### src/rtl/usr_param_if.sv
// Bundles the control, data and status signals of the universal shift register.
// The master modport drives the controls. The slave modport drives q, the serial taps, busy and done.
interface usr_param_if #(
    parameter int WIDTH = 8,
    parameter int AMT_W = $clog2(WIDTH) + 1
);
    logic [2:0]       mode;
    logic [WIDTH-1:0] data_in;
    logic             serial_in_left;
    logic             serial_in_right;
    logic [AMT_W-1:0] amt;
    logic             dir;
    logic [WIDTH-1:0] q;
    logic             serial_out_right;
    logic             serial_out_left;
    logic             busy;
    logic             done;

    modport master (
        output mode, data_in, serial_in_left, serial_in_right, amt, dir,
        input  q, serial_out_right, serial_out_left, busy, done
    );

    modport slave (
        input  mode, data_in, serial_in_left, serial_in_right, amt, dir,
        output q, serial_out_right, serial_out_left, busy, done
    );
endinterface

### src/rtl/usr_param.sv
// WIDTH-bit universal shift register. It supports hold, shift, rotate, arithmetic-shift-right and load in one cycle.
// It also runs a burst shift of amt positions with busy/done, and the optional USR_PARITY_EN macro adds a registered parity output.
module usr_param #(
    parameter int WIDTH = 8,
    parameter int AMT_W = $clog2(WIDTH) + 1
) (
    input  logic      clk,
    input  logic      rst,
    usr_param_if.slave bus
`ifdef USR_PARITY_EN
    ,
    output logic      parity
`endif
);
    typedef enum logic {ST_IDLE, ST_BURST} state_t;

    state_t           r_state, w_state_nxt;
    logic [WIDTH-1:0] r_q, w_q_nxt;
    logic [AMT_W-1:0] r_cnt, w_cnt_nxt;
    logic             r_dir, w_dir_nxt;
    logic             r_done, w_done_nxt;

    always_ff @(posedge clk) begin
        if (rst) begin
            r_state <= ST_IDLE;
            r_q     <= '0;
            r_cnt   <= '0;
            r_dir   <= 1'b0;
            r_done  <= 1'b0;
        end else begin
            r_state <= w_state_nxt;
            r_q     <= w_q_nxt;
            r_cnt   <= w_cnt_nxt;
            r_dir   <= w_dir_nxt;
            r_done  <= w_done_nxt;
        end
    end

    always_comb begin
        w_state_nxt = r_state;
        w_q_nxt     = r_q;
        w_cnt_nxt   = r_cnt;
        w_dir_nxt   = r_dir;
        w_done_nxt  = 1'b0;
        case (r_state)
            ST_IDLE: begin
                case (bus.mode)
                    3'b001: w_q_nxt = {bus.serial_in_left, r_q[WIDTH-1:1]};
                    3'b010: w_q_nxt = {r_q[WIDTH-2:0], bus.serial_in_right};
                    3'b011: w_q_nxt = bus.data_in;
                    3'b100: w_q_nxt = {r_q[0], r_q[WIDTH-1:1]};
                    3'b101: w_q_nxt = {r_q[WIDTH-2:0], r_q[WIDTH-1]};
                    3'b110: w_q_nxt = {r_q[WIDTH-1], r_q[WIDTH-1:1]};
                    3'b111: begin
                        // The capture cycle only latches amt and dir. A zero-length burst completes immediately.
                        w_cnt_nxt = bus.amt;
                        w_dir_nxt = bus.dir;
                        if (bus.amt == '0) begin
                            w_done_nxt = 1'b1;
                        end else begin
                            w_state_nxt = ST_BURST;
                        end
                    end
                    default: w_q_nxt = r_q;
                endcase
            end
            ST_BURST: begin
                w_q_nxt   = r_dir ? {r_q[WIDTH-2:0], bus.serial_in_right}
                                  : {bus.serial_in_left, r_q[WIDTH-1:1]};
                w_cnt_nxt = r_cnt - 1'b1;
                if (r_cnt == AMT_W'(1)) begin
                    w_state_nxt = ST_IDLE;
                    w_done_nxt  = 1'b1;
                end
            end
            default: w_state_nxt = ST_IDLE;
        endcase
    end

    assign bus.q                = r_q;
    assign bus.serial_out_right = r_q[0];
    assign bus.serial_out_left  = r_q[WIDTH-1];
    assign bus.busy             = (r_state == ST_BURST);
    assign bus.done             = r_done;

`ifdef USR_PARITY_EN
    logic r_parity;

    always_ff @(posedge clk) begin
        if (rst) begin
            r_parity <= 1'b0;
        end else begin
            r_parity <= ^w_q_nxt;
        end
    end

    assign parity = r_parity;
`endif
endmodule

### src/flat_wrapper.sv
// flat-port wrapper written by rule: the top's interface ports become plain ports
module usr_param_flat 
#(
    parameter int WIDTH = 8,
    parameter int AMT_W = $clog2(WIDTH) + 1
)
  (clk, rst, bus_mode, bus_data_in, bus_serial_in_left, bus_serial_in_right, bus_amt, bus_dir, bus_q, bus_serial_out_right, bus_serial_out_left, bus_busy, bus_done);
  usr_param_if #(.WIDTH(WIDTH), .AMT_W(AMT_W)) bus_i ();
  input  logic clk;
  input  logic rst;
  input wire logic [$bits(bus_i.mode)-1:0] bus_mode;
  input wire logic [$bits(bus_i.data_in)-1:0] bus_data_in;
  input wire logic [$bits(bus_i.serial_in_left)-1:0] bus_serial_in_left;
  input wire logic [$bits(bus_i.serial_in_right)-1:0] bus_serial_in_right;
  input wire logic [$bits(bus_i.amt)-1:0] bus_amt;
  input wire logic [$bits(bus_i.dir)-1:0] bus_dir;
  output wire logic [$bits(bus_i.q)-1:0] bus_q;
  output wire logic [$bits(bus_i.serial_out_right)-1:0] bus_serial_out_right;
  output wire logic [$bits(bus_i.serial_out_left)-1:0] bus_serial_out_left;
  output wire logic [$bits(bus_i.busy)-1:0] bus_busy;
  output wire logic [$bits(bus_i.done)-1:0] bus_done;
  assign bus_i.mode = bus_mode;
  assign bus_i.data_in = bus_data_in;
  assign bus_i.serial_in_left = bus_serial_in_left;
  assign bus_i.serial_in_right = bus_serial_in_right;
  assign bus_i.amt = bus_amt;
  assign bus_i.dir = bus_dir;
  assign bus_q = bus_i.q;
  assign bus_serial_out_right = bus_i.serial_out_right;
  assign bus_serial_out_left = bus_i.serial_out_left;
  assign bus_busy = bus_i.busy;
  assign bus_done = bus_i.done;
  usr_param #(.WIDTH(WIDTH), .AMT_W(AMT_W)) u_core (.clk(clk), .rst(rst), .bus(bus_i));
endmodule
### config.mk
export PLATFORM = sky130hd
export DESIGN_NAME = usr_param_flat
export DESIGN_NICKNAME = d
export VERILOG_FILES = /design/src/rtl/usr_param_if.sv /design/src/rtl/usr_param.sv /design/src/flat_wrapper.sv
export SDC_FILE = /design/constraint.sdc
export NUM_CORES = 1
export LEC_CHECK = 0
export CORE_MARGIN = 4
export CORE_UTILIZATION = 50
export CTS_CLUSTER_DIAMETER = 40
export DETAILED_ROUTE_END_ITERATION = 7
export PLACE_DENSITY_LB_ADDON = 0.05
export SLEW_MARGIN = 20
export SYNTH_ARGS = -nofsm -noshare
export SYNTH_HDL_FRONTEND = slang
export SYNTH_SLANG_ARGS = --single-unit
export TNS_END_PERCENT = 100
### constraint.sdc
create_clock -name clk -period 2.3 [get_ports clk]
set_input_delay 0.345 -clock clk [delete_from_list [all_inputs] [get_ports clk]]
set_output_delay 0.345 -clock clk [all_outputs]
set_load 0.01 [all_outputs]
---- Word level (Yosys, flattened, before mapping) ----
Index checks and enable logic that the tools add are counted.
storage, ports and cells
  logic and storage cells ................. 36
  register bits ........................... 15
operators by class
  muxes and demuxes ....................... 13
  reductions and logical operators ........ 3
  equal/unequal tests ..................... 12
  bitwise gates (word level) .............. 1
  add/subtract/negate cells ............... 1
operators by type and width
  cell                   count
  $pmux W8 S6            1
  $pmux W8 S2            1
  $eq A3 B3 Y1 const B   4
  $mux W8                1
  $pmux W4 S2            1
  $ne A7 B7 Y1 const B   1
  $eq A3 B2 Y1 const B   2
  $mux W1                6
  $ne A6 B6 Y1 const B   1
  $eq A4 B1 Y1 const B   1
  $logic_not A4 Y1       1
  $mux W4                1
  $ne A2 B2 Y1 const B   2
  $pmux W1 S2            2
  $reduce_and A2 Y1      2
  $sub A4 B1 Y4 const B  1
  $eq A3 B1 Y1 const B   1
  $not A1 Y1             1

---- Depth between registers and ports, before layout ----
Gate-level depths: netlist of the first run.
  depth in word-level cells ............... 4
  depth in mapped cells ................... 6
  gate-level depth less buffers ........... 6

---- Least setup slack after synthesis of the first run ----
Ideal clock, no wire load.
  kind .................................... input to register
  start ................................... input port bus_mode[2]
  end ..................................... register u_core.r_q[0] (netlist: u_core.bus.q[0])
  data required time ...................... 2.188 ns
  setup time .............................. 0.112 ns
  path slack .............................. 0.935 ns
  stages on the path ...................... 5
  arrival ................................. 1.253 ns
  path through ............................ and3_1 -> buf_6 -> o21ba_4 -> nor2b_1 -> a2111oi_1
between the ends
  cells in the longest elaborated chain, start to end .. 3
RTL lines
  element                                     line                text
  from (decl)                                 flat_wrapper.sv:11  input wire logic [$bits(bus_i.mode)-1:0] bus_mode;
  $eq A3 B3 Y1, or another cell as far along  usr_param.sv:47     case (bus.mode)
  $pmux W8 S6                                 usr_param.sv:47
  $pmux W8 S2                                 usr_param.sv:45     case (r_state)
  to (signal assigned)                        usr_param.sv:32     r_q <= w_q_nxt;
  to (decl)                                   usr_param.sv:18     logic [WIDTH-1:0] r_q, w_q_nxt;
Several ways; a longest one is shown, not always the timed one.
A chain may end at the register's enable or synchronous reset.

---- Worst setup path after layout of the first run ----
  start ................................... register u_core.r_state (netlist: u_core.bus.busy)
  end ..................................... output port bus_busy
RTL lines
  element                 line                text
  from (decl)             usr_param.sv:17     state_t r_state, w_state_nxt;
  from (signal assigned)  usr_param.sv:31     r_state <= w_state_nxt;
  to (decl)               flat_wrapper.sv:20  output wire logic [$bits(bus_i.busy)-1:0] bus_busy;
No word-level cell between the ends.

==> flow_summary.yaml, run 1 <==
yosys:
  avgSynthCellArea_um2: 7.79
  synth_top_area_share_pct: 28.1
  ys.warnings.count: 0
  ys_types: 37
  synth-seq-cells: 15
  syn_area_um2: 1070
  synthesis.nets: 159
  netlist_top_cells_area: "dfxtp_1, a21oi_1, nand2_1"
  seq_area_frac_synth_pct: 28.1
  synthCells: 137
  yosys.area.top_type: "dfxtp_1"
global_routing:
  use_met2_pct: 39.8
  grt_pass1_vias: 1055
  met1_usage_pct: 24.9
  grtUsageMet3_pct: 2.49
  grt_pass1_wl_mm: 4.60
  overflow: 0
  busiest_layer: "met2"
  grt_util_all_layers_pct: 21.5
  grt_max_degree: 17
  antenna_found_initial: 0
worst_hold_path:
  hp-class: "flop to flop"
setup_path:
  cp_cell_sequence: "clkdlybuf4s50_1"
  setup.worst_path.end: "bus_busy"
  r2r-start: "u_core.bus.busy"
  crit_path_end_kind: "output pin"
  r2r_cells: 3
  slowest_delay_ps: 630
  crit_start: "u_core.bus.busy"
  required_ps: 1960
  regToRegSetupSlack_ps: 870
  cp_num_buf_inv: 1
  crit_fanout: 16
  start_kind: "flop"
  cp_slowest_cell: "dfxtp_1"
  cp_num_cells: 1
  crit_family: "flip-flops"
  crit_type: "flop to output pin"
  arrival_ps: 1550
  r2r-end: "u_core.bus.q[7]"
place:
  place_inst: 193
  post-place-ws_ps: 180
  dpl-instance-area_um2: 1410
  detailed_place_hpwl_mm: 2.08
  place.gp.congestion: 0.863
  port_buffers: 31
drt:
  firstDrtPassIters: 4
  antenna_left: 0
  drtIter0Drc: 29
  wl_per_cell_um: 14.0
  viasPerCell: 5.75
  wl_mm: 2.76
  post-route-drc-count: 0
  vias: 1132
clocking:
  cts_tree: "built"
  holdBufCountCts: 0
  cts-root-buf: "clkbuf_4"
  clk_latency_ps: 290
  cts.htree.levels: 1
  clockBufferDepth: 2
  cts.clk_slew.worst_paths_ps: 100
  numCtsBuffers: 3
  clock_sinks: 15
  postCtsSetupRepairBufs: 0
  cts_resized: 0
run_status:
  outcome: "finished, final reports clean"
sta:
  worst_slack_ps: 400
  finalSetupTns_ps: 0
  clock.fmax_mhz: 526
  setup_viol_count_final: 0
  period_share_pct: 82.6
  hold_slack_ps: 485
  rsz0062_at_grt: "no"
  finalHoldViolCount: 0
  slew_headroom_pct: 68.3
  worstMarginPinSlew_ps: 475
  finClkSkew_ps: 0.523
  drv_slew: 0
  period_minus_slack_ps: 1900
power_and_ir_drop:
  p_per_area_nw_per_um2: 476
  peakVddDrop_uv: 436
  power_leakage_nw: 0.520
floorplan:
  row_count: 16
  die_area_um2: 2940
  die_h_um: 54.2
  core_um2: 2000
  io-pin-count: 32
  start_util_pct: 53.3
  die_w_um: 54.2
final_layout:
  drive_gt1_share_pct: 10.6
  final_area_um2: 1440
  final_cells: 197
  nets: 193
  area_growth_pct: 34.6
  diodes: 0
  fillers: 157
run:
  cap_violations: 0
-- worst min path at each step --
stage	from	endpoint	slack, ps	cells after the start
after CTS	u_core.r_cnt[2]	u_core.r_cnt[2]	490	2
after global placement	u_core.r_cnt[2]	u_core.r_cnt[2]	470	2
after floorplan	rst	u_core.r_cnt[0]	420	1
after detailed placement	u_core.r_cnt[2]	u_core.r_cnt[2]	470	2
after global routing	u_core.r_cnt[2]	u_core.r_cnt[2]	510	2
final	u_core.r_cnt[2]	u_core.r_cnt[2]	490	2
-- cell families after synthesis --
family          count (synthesis)  synth area share (%)
simple gates                   48                  21.7
compound gates                 46                  30.6
buf+inv                        17                  8.32
flops                          15                  28.1
mux                             8                  8.09
fa+ha+maj                       2                  2.34
xor+xnor                        1                 0.821
-- sequential cells by signal, summed over array words and instances, names as in the netlist --
name / cells
u_core.bus.busy: 1
u_core.bus.q: 8
u_core.r_dir: 1
u_core.r_cnt: 4
u_core.bus.done: 1
-- layout make-up --
type	instances	area (µm²)	share of cell area, %
Multi-Input combinational cell	105	678	47.2
Sequential cell	15	300	20.9
Clock inverter	1	5.00	0.348
Inverter	7	26.3	1.83
Timing Repair Buffer	39	370	25.8
Tap cell	27	33.8	2.35
Clock buffer	3	22.5	1.57
-- synth_stat cells (all sizes together) --
cell,count
nand2,16
dfxtp,15
a21oi,14
nor2,11
buf,7
inv,7
nor3,6
a22oi,5
mux2,5
nand2b,5
o21ai,5
o32ai,5
a211oi,4
a2111oi,3
clkbuf,3
mux2i,3
a21boi,2
a221oi,2
ha,2
nand3,2
nor2b,2
a2111o,1
and3,1
and4b,1
nor3b,1
nor4,1
o21a,1
o21ba,1
o21bai,1
o221ai,1
o311ai,1
or3b,1
or4,1
xnor2,1
-- metrics by stage --
step	total power, mW	utilization (%)
after global placement	0.523	70.4
final	0.684	71.8
after CTS	0.689	71.8
after global routing	0.733	71.8
after floorplan	0.428	-
after detailed placement	0.527	70.4
-- per-layer routing --
metal  routed length, µm  part of all wire (%)
met4                  36                   1.3
met3                 129                   4.7
met2                1420                    52
met5                   0                     0
met1                1170                    42
-- power by group --
group          total [mW]  leakage (nW)  internal [mW]  switching [mW]
clock               0.162        0.0177         0.0647          0.0968
combinational       0.212         0.379          0.120          0.0916
sequential          0.311         0.123          0.280          0.0305
-- placed cells by master, fill, tap and decap left out, drive strengths merged, types with 2 or more instances in the layout --
master,Yosys,routed
clkdlybuf4s50,0,31
nand2,16,16
dfxtp,15,15
a21oi,14,14
nor2,11,11
buf,7,8
inv,7,7
nor3,6,6
mux2,5,5
a22oi,5,5
o21ai,5,5
o32ai,5,5
nand2b,5,5
a211oi,4,4
mux2i,3,3
clkbuf,3,3
a2111oi,3,3
a221oi,2,2
nor2b,2,2
a21boi,2,2
nand3,2,2
ha,2,2
Power figures use the tool's default switching activity.
==> run 2: changes to the inputs <==
CORE_UTILIZATION = 42   (was 50)
clock period = 1.57 ns   (was 2.3 ns; I/O delays follow)
==> run 2 against run 1 <==
Effect of this change:
- critical path type unchanged
- core utilization is 8.8 points lower
- largest cell class unchanged
- combinational power is 62% higher
- sequential cell count stayed put
- global-route usage is 2.9 points lower
- clock-buffer cell count stayed put
- sequential share of layout area is 1.1 points lower
==> flow_summary.yaml, run 2 (synthesis results as in run 1) <==
run_status:
  outcome: "finished, final reports clean"
clocking:
  clk_latency_ps: 290
  clock_sinks: 15
  numCtsBuffers: 3
  clockBufferDepth: 2
  cts-root-buf: "clkbuf_4"
  cts.htree.levels: 1
  cts_tree: "built"
  holdBufCountCts: 0
  cts.clk_slew.worst_paths_ps: 100
final_layout:
  final_cells: 211
  nets: 204
  final_common_cell: "clkdlybuf4s50_1"
  area_growth_pct: 44.8
  fillers: 222
  diodes: 0
  final_cell_mix: "clkdlybuf4s50_1, buf_4, nand2_1"
  drive_gt1_share_pct: 20.4
  largest_register_ffs: 8
setup_path:
  start_kind: "flop"
  r2r_cells: 4
  cp_slowest_cell: "clkdlybuf4s50_1"
  slowest_delay_ps: 580
  crit_family: "buffers and inverters"
  crit_fanout: 6
  crit_path_end_kind: "output pin"
  arrival_ps: 1310
  crit_start: "u_core.bus.q[3]"
  r2r-start: "u_core.bus.busy"
  crit_type: "flop to output pin"
  cp_cell_sequence: "clkdlybuf4s50_1"
  required_ps: 1330
  cp_num_buf_inv: 1
  cp_num_cells: 1
place:
  detailed_place_hpwl_mm: 2.36
  port_buffers: 31
  place_inst: 207
  post-place-ws_ps: -310
  place.gp.congestion: 0.831
sta:
  finClkSkew_ps: 4.71
  worst_slack_ps: 26.4
  period_share_pct: 98.3
  finalHoldViolCount: 0
  setup_viol_count_final: 0
  slew_headroom_pct: 72.2
  worstMarginPinSlew_ps: 416
  finalSetupTns_ps: 0
  drv_slew: 0
  period_minus_slack_ps: 1540
  clock.fmax_mhz: 648
global_routing:
  grt_pass1_wl_mm: 4.93
  grt_util_all_layers_pct: 18.6
  antenna_found_initial: 0
  overflow: 0
  grt_max_degree: 16
  grt_pass1_vias: 1113
power_and_ir_drop:
  peakVddDrop_uv: 556
  power_leakage_nw: 0.598
  p_per_area_nw_per_um2: 666
drt:
  wl_mm: 3.09
  drtIter0Drc: 30
  firstDrtPassIters: 4
  viasPerCell: 5.64
  post-route-drc-count: 0
  vias: 1189
  antenna_left: 0
  wl_per_cell_um: 14.6
worst_hold_path:
  hp-class: "primary input to flop"
  min_path_cells: 3
  hp-start: "bus_dir"
floorplan:
  start_util_pct: 43.5
  row_count: 18
  die_area_um2: 3410
  core_um2: 2450
  die_w_um: 58.4
  die_h_um: 58.4
  io-pin-count: 32
run:
  cap_violations: 0
==> run 2: cell count changes in the layout (fill, tap and decap cells not counted) <==
cell             before  now
buf_4                 8   19
dfxtp_1              15   10
dfxtp_2               0    5
clkdlybuf4s50_1      31   28
dlymetal6s2s_1        0    2
nor3_1                6    4
nor3_2                0    2
a2111oi_0             2    1
a2111oi_1             1    2
and3_1                1    0
and3_2                0    1
dlygate4sd2_1         0    1
==> run 2: report_power, final <==
| group | internal (mW) | leakage [nW] | switching [mW] |
|---|---|---|---|
| combinational | 0.195 | 0.455 | 0.149 |
| sequential | 0.413 | 0.125 | 0.0426 |
| clock | 0.0948 | 0.0177 | 0.135 |
| total | 0.703 | 0.598 | 0.326 |
==> run 2: repair_timing <==
item                                    CTS  global route
resized for setup                         4             8
hold endpoints to repair                  0             0
buffers inserted                          0             0
pin swaps                                 0             1
endpoints found under the setup margin    6             9
==> run 2: final timing paths <==
path | slack (ps) | end
max | 30 | bus_q[3]
min | 480 | u_core.r_dir
max reg2reg | 130 | u_core.bus.q[0]
min reg2reg | 490 | u_core.r_cnt[2]
==> run 2: final cells by class <==
| type | count | area, µm² | share of cell area, % |
|---|---|---|---|
| multi-input combinational | 105 | 691 | 44.7 |
| clock inverter | 1 | 5.00 | 0.324 |
| sequential | 15 | 307 | 19.8 |
| timing repair buffer | 50 | 457 | 29.6 |
| tap | 30 | 37.5 | 2.43 |
| clock buffer | 3 | 22.5 | 1.46 |
| inverter | 7 | 26.3 | 1.70 |
==> run 2: tightest hold or removal path: cells and delay by family <==
| family | cells | cell delay (ps) |
|---|---|---|
| buf+inv | 1 | 390 |
| simple gates | 1 | 50 |
| compound gates | 1 | 50 |
==> run 2: layer usage <==
layer	routed length (µm)	track usage, %	vias to the layer above
li1	-	-	597
met1	1380	22.5	547
met2	1490	31.7	40
met3	178	4.61	5
met4	32	6.29	0
met5	0	0	-
==> run 2: stage by stage <==
step	power, mW	hold slack (ps)	cell area (µm²)	util [%]
floorplan	0.627	308	1070	-
global placement	0.793	470	1500	60.9
detailed placement	0.801	475	1500	60.9
CTS	1.04	469	1530	62.1
global route	1.09	482	1550	62.9
finish	1.03	480	1550	62.9
==> run 3: changes to the inputs <==
SLEW_MARGIN = 5   (was 20)
==> results of run 3 <==
No change in the layout: final DEF, timing and power equal those of run 2.
==> patch: new RTL, flow settings as in run 1 <==
`WIDTH` is set to 8 in 3 places; all go to 4.
--- a/src/rtl/usr_param_if.sv
+++ b/src/rtl/usr_param_if.sv
@@ -1,7 +1,7 @@
 // Bundles the control, data and status signals of the universal shift register.
 // The master modport drives the controls. The slave modport drives q, the serial taps, busy and done.
 interface usr_param_if #(
-    parameter int WIDTH = 8,
+    parameter int WIDTH = 4,
     parameter int AMT_W = $clog2(WIDTH) + 1
 );
     logic [2:0]       mode;
--- a/src/rtl/usr_param.sv
+++ b/src/rtl/usr_param.sv
@@ -1,7 +1,7 @@
 // WIDTH-bit universal shift register. It supports hold, shift, rotate, arithmetic-shift-right and load in one cycle.
 // It also runs a burst shift of amt positions with busy/done, and the optional USR_PARITY_EN macro adds a registered parity output.
 module usr_param #(
-    parameter int WIDTH = 8,
+    parameter int WIDTH = 4,
     parameter int AMT_W = $clog2(WIDTH) + 1
 ) (
     input  logic      clk,
--- a/src/flat_wrapper.sv
+++ b/src/flat_wrapper.sv
@@ -1,7 +1,7 @@
 // flat-port wrapper written by rule: the top's interface ports become plain ports
 module usr_param_flat 
 #(
-    parameter int WIDTH = 8,
+    parameter int WIDTH = 4,
     parameter int AMT_W = $clog2(WIDTH) + 1
 )
   (clk, rst, bus_mode, bus_data_in, bus_serial_in_left, bus_serial_in_right, bus_amt, bus_dir, bus_q, bus_serial_out_right, bus_serial_out_left, bus_busy, bus_done);
Ports: changed (resized bus_amt, bus_data_in and bus_q); port bits go from 32 to 23. The function was not compared with the original's and may differ.
==> patch against run 1 <==
- area after synthesis is 29% lower
- power is 27% lower
- sequential cell count down 5
- die area fell by 25%
- final area fell by 32%
- wire length is 37% lower
- worst setup slack improved by 0.22 ns
- hold slack better by 0.014 ns
- critical path depth grew 4
- synthesized cell count shrank 34%
- critical path type is now primary input to register
- highest routed layer unchanged
==> patch: results (changes against run 1) <==
- Status: complete, no violations (unchanged).
- The worst setup path startpoint is bus_mode[0] (was u_core.bus.busy).
- Top post-synthesis cells by area: dfxtp_1, mux2_2, a21oi_1 (was dfxtp_1, a21oi_1, nand2_1).
- The estimated wirelength of the detail-placed design is 1290 um (was 2080 um).
- The worst ir drop on vdd is 451 uV (was 436 uV).
- The number of synthesis warnings was 0 (unchanged).
- The worst reg2reg path startpoint was u_core.bus.q[2] (was u_core.bus.busy).
- The clock tree buffer depth was 2 (unchanged).
- The wire length of the first global-routing pass is 2860 um (was 4600 um).
- The final RePlAce weighted congestion is 0.823 (was 0.863).
- The total number of vias came to 750 (was 1132).
- The largest stage delay on the critical path is 0.67 ns (was 0.63 ns).
- The overall routed net length is 1720 um (was 2760 um).
- The worst-case register-to-register setup slack is 0.97 ns (was 0.87 ns).
- The slew of the pin with the lowest slew margin is 0.411 ns (was 0.475 ns).
- The number of input and output port buffers inserted is 22 (was 31).
- The share of layout cells above drive strength 1 is 0.127 (was 0.106).
- The total global routing track utilization was 0.187 (was 0.215).
- The total number of nets in the final design is 128 (was 193).
- The post-placement cell count is 121 (was 193).
- The number of gates resized after cts came to 0 (unchanged).
- The maximum number of pins on one net before global-route repair came to 21 (was 17).
- The signal arrival time at the worst endpoint is 1.88 ns (was 1.55 ns).
- The last element of the critical path is u_core.bus.q[1] (was bus_busy).
- The worst setup skew after layout is 0.00363 ns (was 0.000523 ns).
- The complex-gate fraction of the synthesized area came to 0.272 (was 0.306).
- The worst-path maximum fanout is 11 (was 16).
- The count of cell types in the netlist is 36 (was 37).
- The area of placed instances is 940 um2 (was 0.00141 mm2).
- The post-detailed-route wirelength per cell is 13.8 um (was 14.0 um).
- The synthesized-area fraction occupied by xor and xnor cells is 0 (was 0.00821).
- The post-CTS setup-driven buffer insertion count is 0 (unchanged).
- The capture instance of the worst register-to-register path is u_core.bus.q[3] (was u_core.bus.q[7]).
- The synthesized area divided by synthesized cell count is 8.30 um2 (was 7.79 um2).
- The multiplexer fraction of the synthesized cell area is 0.101 (was 0.0809).
- The length in cells of the worst reg-to-reg path is 4 (was 3).
- The clock latency on the worst-skew pair is 0.27 ns (was 0.29 ns).
- The number of flip-flops in the largest register came to 4 (was 8).
- The number of antenna violations at the first check in global routing is 0 (unchanged).
- The count of routing violations after the opening detailed-route iteration is 12 (was 29).
- The clock slew at the register clock pins of the worst setup and hold paths is 0.07 ns (was 0.10 ns).
- The post-synthesis adder-cell area fraction is 0.0331 (was 0.0234).
- The number of global-route vias before repair was 667 (was 1055).
- The part of the Yosys area used for sequential elements is 0.265 (was 0.281).
- Commonest cells post-synth: dfxtp_1, a21oi_1, nor2_1 (was nand2_1, dfxtp_1, a21oi_1).
- The net count after synthesis is 108 (was 159).
- The total leakage power is 0.350 nW (was 0.520 nW).
- The critical path's slowest cell is clkdlybuf4s50_1 (was dfxtp_1).
- The worst slack at placement is 0.339 ns (was 0.180 ns).
- The highest clock rate is 596 MHz (was 526 MHz).
## patch: where the power goes
part | leakage, nW | switching [mW] | internal (mW)
Clock | 0.0210 | 0.0667 | 0.0963
Combinational | 0.247 | 0.0583 | 0.0752
Sequential | 0.0818 | 0.0145 | 0.185
Total | 0.350 | 0.139 | 0.357
## patch: worst min-delay path by stage
| stage | endpoint | slack, ns | from |
|---|---|---|---|
| final | u_core.r_cnt[2] | 0.50 | u_core.r_cnt[2] |
| after global placement | u_core.r_cnt[2] | 0.49 | u_core.r_cnt[2] |
| after global routing | u_core.r_cnt[2] | 0.53 | u_core.r_cnt[2] |
| after CTS | u_core.r_cnt[2] | 0.50 | u_core.r_cnt[2] |
| after detailed placement | u_core.r_cnt[2] | 0.49 | u_core.r_cnt[2] |
| after floorplan | u_core.r_cnt[2] | 0.47 | u_core.r_cnt[2] |
## patch: kinds of logic (layout without fill, tap and decap cells)
kind of cell | Yosys count | after routing
compound gates | 30 | 30
fa+ha+maj | 2 | 2
buf+inv | 13 | 32
flops | 10 | 10
mux | 7 | 7
simple gates | 29 | 29
## patch: area by class of cell
type,instances,area [um2]
well taps,15,18.8
flip-flops and latches,10,200
clock buffers,4,36.3
fillers,125,390
repair buffers,23,228
inverters,5,18.8
multi-input cells,68,474
## patch: metal layers
metal  up-vias  share of wire  GRT usage
met5         -              0          0
met3         5          0.082     0.0728
li1        375              -          -
met1       344           0.44      0.234
met4         0          0.017     0.0884
met2        26           0.46      0.282
## patch: worst max-delay path, delay by kind of cell
kind,cells,cell delay (ns)
AO/OA/AOI/OAI,3,0.61
AND/OR/NAND/NOR,1,0.25
buffers and inverters,1,0.67
